--- src/rtl/jk_pkg.sv ---
// jk_pkg: shared sequencer state, JK command encoding and the counter toggle-mask helper.
package jk_pkg;
  localparam int MAX_W = 32;
  typedef enum logic [1:0] {IDLE, RUN, DONE} seq_state_t;
  typedef enum logic [1:0] {JK_HOLD = 2'b00, JK_RST = 2'b01, JK_SET = 2'b10, JK_TGL = 2'b11} jk_cmd_t;
  function automatic logic [MAX_W-1:0] toggle_mask(input logic [MAX_W-1:0] q, input logic up);
    logic [MAX_W-1:0] m;
    m[0] = 1'b1;
    for (int i = 1; i < MAX_W; i++) m[i] = m[i-1] & (q[i-1] ~^ up);
    return m;
  endfunction
endpackage

--- src/rtl/jk_bank.sv ---
// jk_bank: WIDTH negedge JK flip-flops with common async active-low clear.
module jk_bank #(parameter int WIDTH = 4) (
  input  logic             CLK,
  input  logic             not_RST,
  input  logic [WIDTH-1:0] J,
  input  logic [WIDTH-1:0] K,
  output logic [WIDTH-1:0] Q,
  output logic [WIDTH-1:0] not_Q
);
  always_ff @(negedge CLK or negedge not_RST)
    if (!not_RST) Q <= '0;
    else Q <= (J & ~Q) | (~K & Q);
  assign not_Q = ~Q;
endmodule

--- src/rtl/jk_counter_sequencer.sv ---
// jk_counter_sequencer: start-to-terminal up/down sequencer driving a JK bank through J/K excitation.
module jk_counter_sequencer import jk_pkg::*; #(parameter int WIDTH = 4) (
  input  logic             CLK,
  input  logic             not_RST,
  input  logic             start,
  input  logic             mode_up,
  input  logic             load,
  input  logic [WIDTH-1:0] load_val,
  input  logic [WIDTH-1:0] terminal,
  output logic [WIDTH-1:0] Q,
  output logic [WIDTH-1:0] not_Q,
  output logic [WIDTH-1:0] J,
  output logic [WIDTH-1:0] K,
  output logic             busy,
  output logic             done
);
  seq_state_t state;
  logic [WIDTH-1:0] mask;
  logic at_term, do_load, do_step;
  assign at_term = Q == terminal;
  assign mask    = WIDTH'(toggle_mask(MAX_W'(Q), mode_up));
  assign do_load = not_RST && state == IDLE && load;
  assign do_step = not_RST && state == RUN && !at_term;
  assign J = do_load ? load_val : do_step ? mask : '0;
  assign K = do_load ? ~load_val : do_step ? mask : '0;
  always_ff @(negedge CLK or negedge not_RST)
    if (!not_RST) begin
      state <= IDLE;
      busy  <= 1'b0;
      done  <= 1'b0;
    end else begin
      case (state)
        IDLE: if (start && !load) begin
          state <= RUN;
          busy  <= 1'b1;
        end
        RUN: if (at_term) begin
          state <= DONE;
          busy  <= 1'b0;
          done  <= 1'b1;
        end
        default: begin
          state <= IDLE;
          done  <= 1'b0;
        end
      endcase
    end
  jk_bank #(.WIDTH(WIDTH)) u_bank (.CLK(CLK), .not_RST(not_RST), .J(J), .K(K), .Q(Q), .not_Q(not_Q));
endmodule

--- config.mk ---
export PLATFORM = sky130hd
export DESIGN_NAME = jk_counter_sequencer
export DESIGN_NICKNAME = d
export VERILOG_FILES = /design/src/rtl/jk_pkg.sv /design/src/rtl/jk_bank.sv /design/src/rtl/jk_counter_sequencer.sv
export SDC_FILE = /design/constraint.sdc
export NUM_CORES = 1
export LEC_CHECK = 0
export BUFFER_PORTS_ARGS = -buffer_cell sky130_fd_sc_hd__buf_2
export CAP_MARGIN = 30
export CORE_UTILIZATION = 35
export CTS_CLUSTER_SIZE = 12
export DETAILED_ROUTE_END_ITERATION = 16
export PLACE_DENSITY = 0.65
export SLEW_MARGIN = 20
export SYNTH_ARGS = -nofsm -noshare
export SYNTH_HDL_FRONTEND = slang
export SYNTH_SLANG_ARGS = --single-unit
--- constraint.sdc ---
create_clock -name CLK -period 4.25 [get_ports CLK]
set_clock_uncertainty 0.1 [all_clocks]
set_input_delay 0.6375 -clock CLK [delete_from_list [all_inputs] [get_ports CLK]]
set_output_delay 0.6375 -clock CLK [all_outputs]
set_load 0.005 [all_outputs]
# Word level (Yosys, flattened, before mapping)
# Cells that the tools add are included.
[word_totals] regBits=8 latch_bits=0 ram_bits=0 romBits=0 in_bits=13 out_inout_bits=18 elab_cells=43 memories=0
[op_classes] n_addsub=0 multipliers=0 n_div=0 order_cmp=0 n_eq_ne=4 shift=0 muxes=11 bitwise=12 reduce_logical=12
[ops] operator="$mux W4" count=3
[ops] operator="$not A4 Y4" count=3
[ops] operator="$and A4 B4 Y4" count=2
[ops] operator="$logic_and A1 B1 Y1" count=5
[ops] operator="$eq A4 B4 Y1" count=1
[ops] operator="$mux W2" count=2
[ops] operator="$or A4 B4 Y4" count=1
[ops] operator="$pmux W1 S2" count=2
[ops] operator="$pmux W2 S2" count=1
[ops] operator="$reduce_and A2 Y1" count=2
[ops] operator="$mux W1" count=3
[ops] operator="$reduce_and A3 Y1" count=1
[ops] operator="$xnor A1 B1 Y1" count=3
[ops] operator="$and A1 B1 Y1" count=2
[ops] operator="$eq A2 B1 Y1 const B" count=1
[ops] operator="$logic_not A1 Y1" count=2
[ops] operator="$logic_not A2 Y1" count=1
[ops] operator="$ne A2 B1 Y1 const B" count=1
[ops] operator="$ne A2 B2 Y1 const B" count=1
[ops] operator="$reduce_bool A2 Y1" count=1
[ops] operator="$not A1 Y1" count=1

# Longest topological paths before layout
# Gate-level depths: netlist of run 1.
[depth] word_depth=8 depth_mapped=5 ltp_nobuf=4

# Modules after synthesis
# A second synthesis of run 1 with hierarchy kept.
[unflattened] cells_unflattened=61 hier_area_um2=535.5
[modules_own_cells] module="jk_counter_sequencer" instances=1 cells_per_inst=45 area_per_inst_um2=360.3 seq_area_each_um2=100.1
[modules_own_cells] module="jk_bank" instances=1 cells_per_inst=16 area_per_inst_um2=175.2 seq_area_each_um2=100.1

==> out/metrics.sh, run 1 <==
WORST_SLEW_MARGIN_REL=0.753
REGAREA_UM2=200
STATUS='finished with violations'
DRT_ITER0_DRC=10
POST-DP-HPWL_UM=1140
H-TREE-DEPTH=1
CP_TOP_FAMILY='compound AO/OA/AOI/OAI gates'
SYNTHFLOPTYPE='dfrtn_1'
VIASPERCELL=5.12
FINAL_AREA_UM2=908
CRITICAL_PATH.N_BUFFERS_INVERTERS=1
PLACED_CELLS_INCL_TAPS=122
VIOLATIONS='negative setup slack'
POWER_LEAKAGE_nW=0.489
CLOCKBUFFERDEPTH=2
SYNTHESIS.YOSYS.WARNINGS=0
LAYOUT_COMMONEST_CELL='buf_2'
TRITONCTS='done'
FINAL_WORST_SETUP_SLACK_PS=-285
SYNTHDOMINANTCELLAREASHARE=0.348
RESIDUAL_DRC=0
MUXSHAREOFSYNTHAREA=0.0370
POST_SYNTH_FA_HA_MAJ_AREA_FRACTION=0
NETLIST_INSTANCES=69
POST_DETAILED_ROUTING_WIRE_LENGTH_UM=1550
AVGROUTEDWIREPERCELL_UM=11.7
NUMBER_OF_ENABLE_FLIP_FLOP_CELLS_AFTER_SYNTHESIS=0
WORSTSETUPSTARTPOINTTYPE='flop'
PLACE_CONGESTION=0.790
CLOCK_SINK_COUNT=8
GRT_USAGE=0.191
MAX-VDD-IR-DROP_mV=0.300
WORST_PATH_CELL_TRACE='xor2_2 > o41a_1 > a22o_1 > buf_2'
POST_LAYOUT_INSTANCE_COUNT_EXCLUDING_FILLER_CELLS=132
NUM_ROWS=14
DR.PASS1.ITERS=4
DRV_CAP=0
SYN_TO_FINAL_GROWTH_PCT=57.8
DR_TOTAL_VIAS=676
UTILIZATION=0.596
DRIVE_GT1_FRAC=0.474
SYNTH-SEQ-CELLS=8
CTS.REPORTEDPATHS.CLKPINSLEW_PS=50
AREA_USED_BY_MULTI_INPUT_COMBINATIONAL_LOGIC_UM2=384
SLOWEST_STAGE='o41a_1'
FINAL_CELL_MIX='buf_2 (30), buf_4 (15), nand2_1 (10)'
RSZ0062_AT_GRT='true'
REQUIRED_WORST_ENDPOINT_PS=3510
YOSYSUNIQUECELLTYPES=29
DIEAREA_MM2=0.00181
WORST_PIN_SLEW_PS=368
TIMING.CRITICAL_PATH.SLOWEST_CELL_DELAY_PS=510
SHARE_OF_SYNTHESIZED_AREA_OCCUPIED_BY_FLIP_FLOPS_AND_LATCHES=0.348
VIA_COUNT_OF_THE_FIRST_GLOBAL_ROUTING_PASS=620
PLACEMENT.IO_BUFFERS=30
SYN_NETS=82
HP_CLASS='flop to flop'
WORST_CASE_SETUP_SLACK_AFTER_PLACEMENT_PS=-34.3
FILLCELLCOUNT=153
FP.DIEH_UM=42.6
TIMING.FINAL.HOLD_VIOLATIONS=0
CLK-INSERTION-DELAY-LATE_PS=260
FINALSETUPVIOLATIONS=8
DIE_W_UM=42.6
WIRE_LENGTH_OF_THE_FIRST_GLOBAL_ROUTING_PASS_UM=2640
FINAL-MAX-SLEW-VIOLATION-COUNT=0
POSTSYNTH.ASYNCRESETSHARE=1.00
SYNTH_COMPOUND_AREA_FRAC=0.252
CTS.ROOT.BUFFER_CELL='clkbuf_4'
CTS_INSERTED_BUFFERS=3
PIN_COUNT_OF_THE_BIGGEST_NET_ENTERING_GLOBAL_ROUTING=10
YOSYS.AREA_SHARE.SIMPLE=0.246
ROUTE.ANTENNA.REMAINING_NETS=0
ANTENNA_CELLS=0
POST_SYNTH_INSTANCE_AREA_UM2=576
GR-TOTAL-OVERFLOW=0
TOP_LEVEL_PORTS=31
NETS=131
CORE-AREA_MM2=0.00152
POSTSYNTHAREAPERCELL_UM2=8.34
P_TOTAL_W=0.000579
CTS-HOLD-FIX-BUFFERS=0
CRIT_PATH_MAX_FANOUT=5
CELL_AREA_POWER_DENSITY_mW_PER_MM2=637
PLACEMENT_CELL_AREA_UM2=801
NETLIST_TOP_CELLS_AREA='dfrtn_1 (35%), nand2_1 (7.2%), o21ai_0 (6.1%)'
POST_SYNTH_XOR_AREA_FRACTION=0.0761
YOSYSTOPAREACELL='dfrtn_1'
SYNTH_TOP_FAMILY_BY_AREA='compound AO/OA/AOI/OAI gates'
TIMING.SETUP.CRITICAL_PATH_CLASS='flop to primary output'
WORSTPATHARRIVAL_PS=3800
FLOORPLAN.INITIALDENSITY=0.378
ENDPOINT_KIND='primary output'
ANTENNA_FOUND_INITIAL=0
[path summary, 6_finish.rpt]
check                       startpoint          end  slack (ps)  cells after the start
max                        u_bank.Q[0]         J[3]        -290                      4
min                           state[1]     state[0]         320                      1
min in group asynchronous      not_RST  u_bank.Q[2]        2090                      1
max reg2reg                   state[0]  u_bank.Q[1]        2480                      6
min reg2reg                   state[1]     state[0]         320                      1
max in group asynchronous      not_RST     state[1]        1640                      2
[state kept, by name (all words and copies together), names as in the netlist]
signal    count
u_bank.Q      4
busy          1
state         2
done          1
[synthesized netlist by cell type, types with 2 or more instances]
master / n
a21oi_1: 2
inv_1: 5
xor2_1: 4
nor2_1: 7
a22o_1: 2
and3_1: 2
nand2_1: 11
nor3_1: 2
dfrtn_1: 8
o21ai_0: 7
[where the power goes]
part            total, W  internal (W)  switching, W  leakage, nW
combinational   0.000373      0.000193      0.000179        0.380
sequential      0.000145      0.000115     0.0000307       0.0946
clock          0.0000607     0.0000325     0.0000282       0.0138
total           0.000579      0.000340      0.000238        0.489
[through the flow]
stage | setup TNS [ps] | hold slack, ps
6_report | -1750 | 319
3_5_place_dp | -66.4 | 344
3_3_place_gp | -0.847 | 345
2_1_floorplan | 0 | 308
5_1_grt | -2250 | 345
4_1_cts | -1620 | 321
[cells by family (layout without fill, tap and decap cells)]
logic type             after synthesis  after routing
multiplexers                         2              2
buffers and inverters                6             53
XOR/XNOR                             5              5
AND/OR/NAND/NOR                     28             28
flip-flops                           8              8
AO/OA/AOI/OAI                       20             20
[cell type report]
cell class                      count  area share
Clock buffer                        3      0.0248
Inverter                            5      0.0207
Multi-Input combinational cell     55       0.423
Sequential cell                     8       0.220
Tap cell                           16      0.0220
Timing Repair Buffer               45       0.289
[repair_timing]
item                       in CTS  in global routing
pin swaps                       3                  1
setup endpoints to repair       8                  8
gates resized for setup         8                  3
buffers inserted                7                  0
[routing by layer]
layer,track usage,routed length [um],vias to the layer above
met5,0,0,-
met4,0.0375,0,0
met3,0.0560,86,0
met2,0.320,712,24
met1,0.245,751,311
li1,-,-,341
(Power assumes the default switching activity.)
==> run 2, diff against run 1 <==
--- a/config.mk
+++ b/config.mk
@@ -12,2 +12,3 @@
 export DETAILED_ROUTE_END_ITERATION = 16
+export GPL_ROUTABILITY_DRIVEN = 1
 export PLACE_DENSITY = 0.65
==> constraint.sdc (replaced) <==
create_clock -name CLK -period 4.25 [get_ports CLK]
set_clock_uncertainty 0.1 [all_clocks]
set_input_delay 0.2125 -clock CLK [delete_from_list [all_inputs] [get_ports CLK]]
set_output_delay 0.2125 -clock CLK [all_outputs]
set_load 0.005 [all_outputs]
==> run 2 against run 1 <==
  * The run now ends clean
  * Worst hold slack better by 22 ps
  * Total power down 12%
  * Critical path depth unchanged
  * Sequential power up 3%
  * Critical path type unchanged
==> out/metrics.sh, run 2 (same netlist as run 1, synthesis figures left out) <==
STATUS='finished clean'  # was finished with violations
TRITONCTS='done'  # unchanged
POST_DETAILED_ROUTING_WIRE_LENGTH_UM=1420  # was 1550 um
WORST_R2R_PATH_DEPTH=4  # was 6
MAX-VDD-IR-DROP_mV=0.251  # was 0.300 mV
FLOORPLAN.INITIALDENSITY=0.378  # unchanged
WORST_PIN_SLEW_PS=503  # was 368 ps
FINALSETUPVIOLATIONS=0  # was 8
TIMING.FINAL.HOLD_VIOLATIONS=0  # unchanged
NETS=120  # was 131
POST-DP-HPWL_UM=1030  # was 1140 um
AVGROUTEDWIREPERCELL_UM=11.7  # about the same
WORST_HOLD_STARTPOINT='done'  # was state[1]
LAYOUT_COMMONEST_CELL='buf_2'  # unchanged
TOP_LEVEL_PORTS=31  # unchanged
TIMING.SETUP.CRITICAL_PATH_CLASS='flop to primary output'  # unchanged
DR_TOTAL_VIAS=640  # was 676
LARGEST-REGISTER='u_bank.Q'  # unchanged
CLOCK_SINK_COUNT=8  # unchanged
CLOCKBUFFERDEPTH=2  # unchanged
TIMING.HOLD.WORST_ENDPOINT='done'  # was state[0]
RSZ0062_AT_GRT='true'  # unchanged
PLACE_CONGESTION=0.773  # was 0.790
CTS_INSERTED_BUFFERS=3  # unchanged
FINAL_WORST_SETUP_SLACK_PS=106  # was -285 ps
VIASPERCELL=5.29  # was 5.12
ANTENNA_FOUND_INITIAL=0  # unchanged
CELL_AREA_POWER_DENSITY_mW_PER_MM2=641  # was 637 mW/mm^2
AREA_USED_BY_MULTI_INPUT_COMBINATIONAL_LOGIC_UM2=352  # was 384 um^2
H-TREE-DEPTH=1  # unchanged
WORSTSETUPSTARTPOINTTYPE='flop'  # unchanged
CRIT_PATH_MAX_FANOUT=5  # unchanged
POWER_LEAKAGE_nW=0.430  # was 0.489 nW
WIRE_LENGTH_OF_THE_FIRST_GLOBAL_ROUTING_PASS_UM=2270  # was 2640 um
DIEAREA_MM2=0.00181  # unchanged
PIN_COUNT_OF_THE_BIGGEST_NET_ENTERING_GLOBAL_ROUTING=12  # was 10
DRIVE_GT1_FRAC=0.371  # was 0.474
REG_TO_REG_END='u_bank.Q[2]'  # was u_bank.Q[1]
HP_CLASS='flop to flop'  # unchanged
FINAL.HOLD.WORST_SLACK_PS=341  # was 319 ps
GRT_USAGE=0.174  # was 0.191
DR.PASS1.ITERS=4  # unchanged
DIE_W_UM=42.6  # unchanged
WORSTPATHARRIVAL_PS=3830  # was 3800 ps
CTS-HOLD-FIX-BUFFERS=0  # unchanged
TOP_REGS='u_bank.Q (4), state (2)'  # unchanged
ANTENNA_CELLS=0  # unchanged
REG2REG_SLACK_PS=2490  # was 2480 ps
RESIDUAL_DRC=0  # unchanged
LARGEST_REG_FLOPS=4  # unchanged
ROUTE.ANTENNA.REMAINING_NETS=0  # unchanged
WORST_SLEW_MARGIN_REL=0.661  # was 0.753
FINALSETUPTNS_PS=0  # was -1750 ps
NUM_ROWS=14  # unchanged
DRV_CAP=0  # unchanged
PLACEMENT.IO_BUFFERS=30  # unchanged
FINAL-MAX-SLEW-VIOLATION-COUNT=0  # unchanged
FP.DIEH_UM=42.6  # unchanged
FILLCELLCOUNT=153  # unchanged
REGAREA_UM2=200  # unchanged
FINAL_CELL_MIX='buf_2 (30), nand2_1 (11), dfrtn_1 (8)'  # was buf_2 (30), buf_4 (15), nand2_1 (10)
TIMING.RR.START='state[1]'  # was state[0]
CTS.REPORTEDPATHS.CLKPINSLEW_PS=40  # was 50 ps
DRT_ITER0_DRC=9  # was 10
MIN_DELAY_PATH_DEPTH=1  # unchanged
ENDPOINT_KIND='primary output'  # unchanged
CORE-AREA_MM2=0.00152  # unchanged
SYN_TO_FINAL_GROWTH_PCT=37.8  # was 57.8%
VIA_COUNT_OF_THE_FIRST_GLOBAL_ROUTING_PASS=512  # was 620
REQUIRED_WORST_ENDPOINT_PS=3940  # was 3510 ps
GR-TOTAL-OVERFLOW=0  # unchanged
CLK-INSERTION-DELAY-LATE_PS=260  # about the same
CTS.ROOT.BUFFER_CELL='clkbuf_4'  # unchanged
WORST_CASE_SETUP_SLACK_AFTER_PLACEMENT_PS=291  # was -34.3 ps
[run 2: cell count changes in the layout (fill, tap and decap cells not counted)]
cell	previous run	this run
o21ai_2	1	0
nand2_1	10	11
xor2_1	2	4
buf_4	15	4
o21ai_1	5	2
xor2_2	2	0
nor3_4	1	0
nand2_2	1	0
o21ai_0	2	6
nor3_1	1	2
[run 2: critical path, stage by stage (launching register included)]
cell and delay, ps:
dfrtn_1 500, xor2_1 130, o41ai_2 500, o21ai_0 150, buf_2 160
[run 2: per-layer routing]
metal,vias up,global-route usage,wire (um)
met1,292,0.218,677
met3,4,0.0517,79
met2,23,0.258,627
met5,-,0,0
li1,321,-,-
met4,0,0.113,34
[run 2: how the worst max path moves through the flow]
stage / start / endpoint / slack (ps) / depth (start not counted)
floorplan: u_bank.Q[1] / K[2] / 510 / 4
detailed placement: u_bank.Q[1] / K[2] / 290 / 5
global route: u_bank.Q[1] / K[0] / -20 / 4
finish: u_bank.Q[1] / K[0] / 110 / 4
CTS: u_bank.Q[1] / K[2] / 0.5 / 5
global placement: u_bank.Q[1] / K[2] / 340 / 5
[run 2: power by group]
group / leakage [nW] / internal [W] / switching [W] / total, W
logic: 0.322 / 0.000149 / 0.000151 / 0.000301
clock network: 0.0138 / 0.0000323 / 0.0000261 / 0.0000584
registers: 0.0946 / 0.000115 / 0.0000344 / 0.000149
total: 0.430 / 0.000296 / 0.000212 / 0.000508
[run 2: final cells by class]
class / instances / area share
Timing Repair Buffer: 34 / 0.227
Tap cell: 16 / 0.0252
Inverter: 5 / 0.0237
Multi-Input combinational cell: 55 / 0.443
Clock buffer: 3 / 0.0284
Sequential cell: 8 / 0.252
[run 2: what timing repair did]
item / CTS / global route
buffers inserted: 0 / 3
resized for setup: 0 / 1
setup endpoints to repair: 0 / 7
[run 2: through the flow]
step	cells	cell area, um^2	power [W]	utilization
after floorplan	69	576	0.000321	-
after CTS	118	771	0.000491	0.506
after detailed placement	115	748	0.000430	0.491
after global placement	115	748	0.000426	0.491
final	121	793	0.000508	0.521
after global routing	121	793	0.000556	0.521
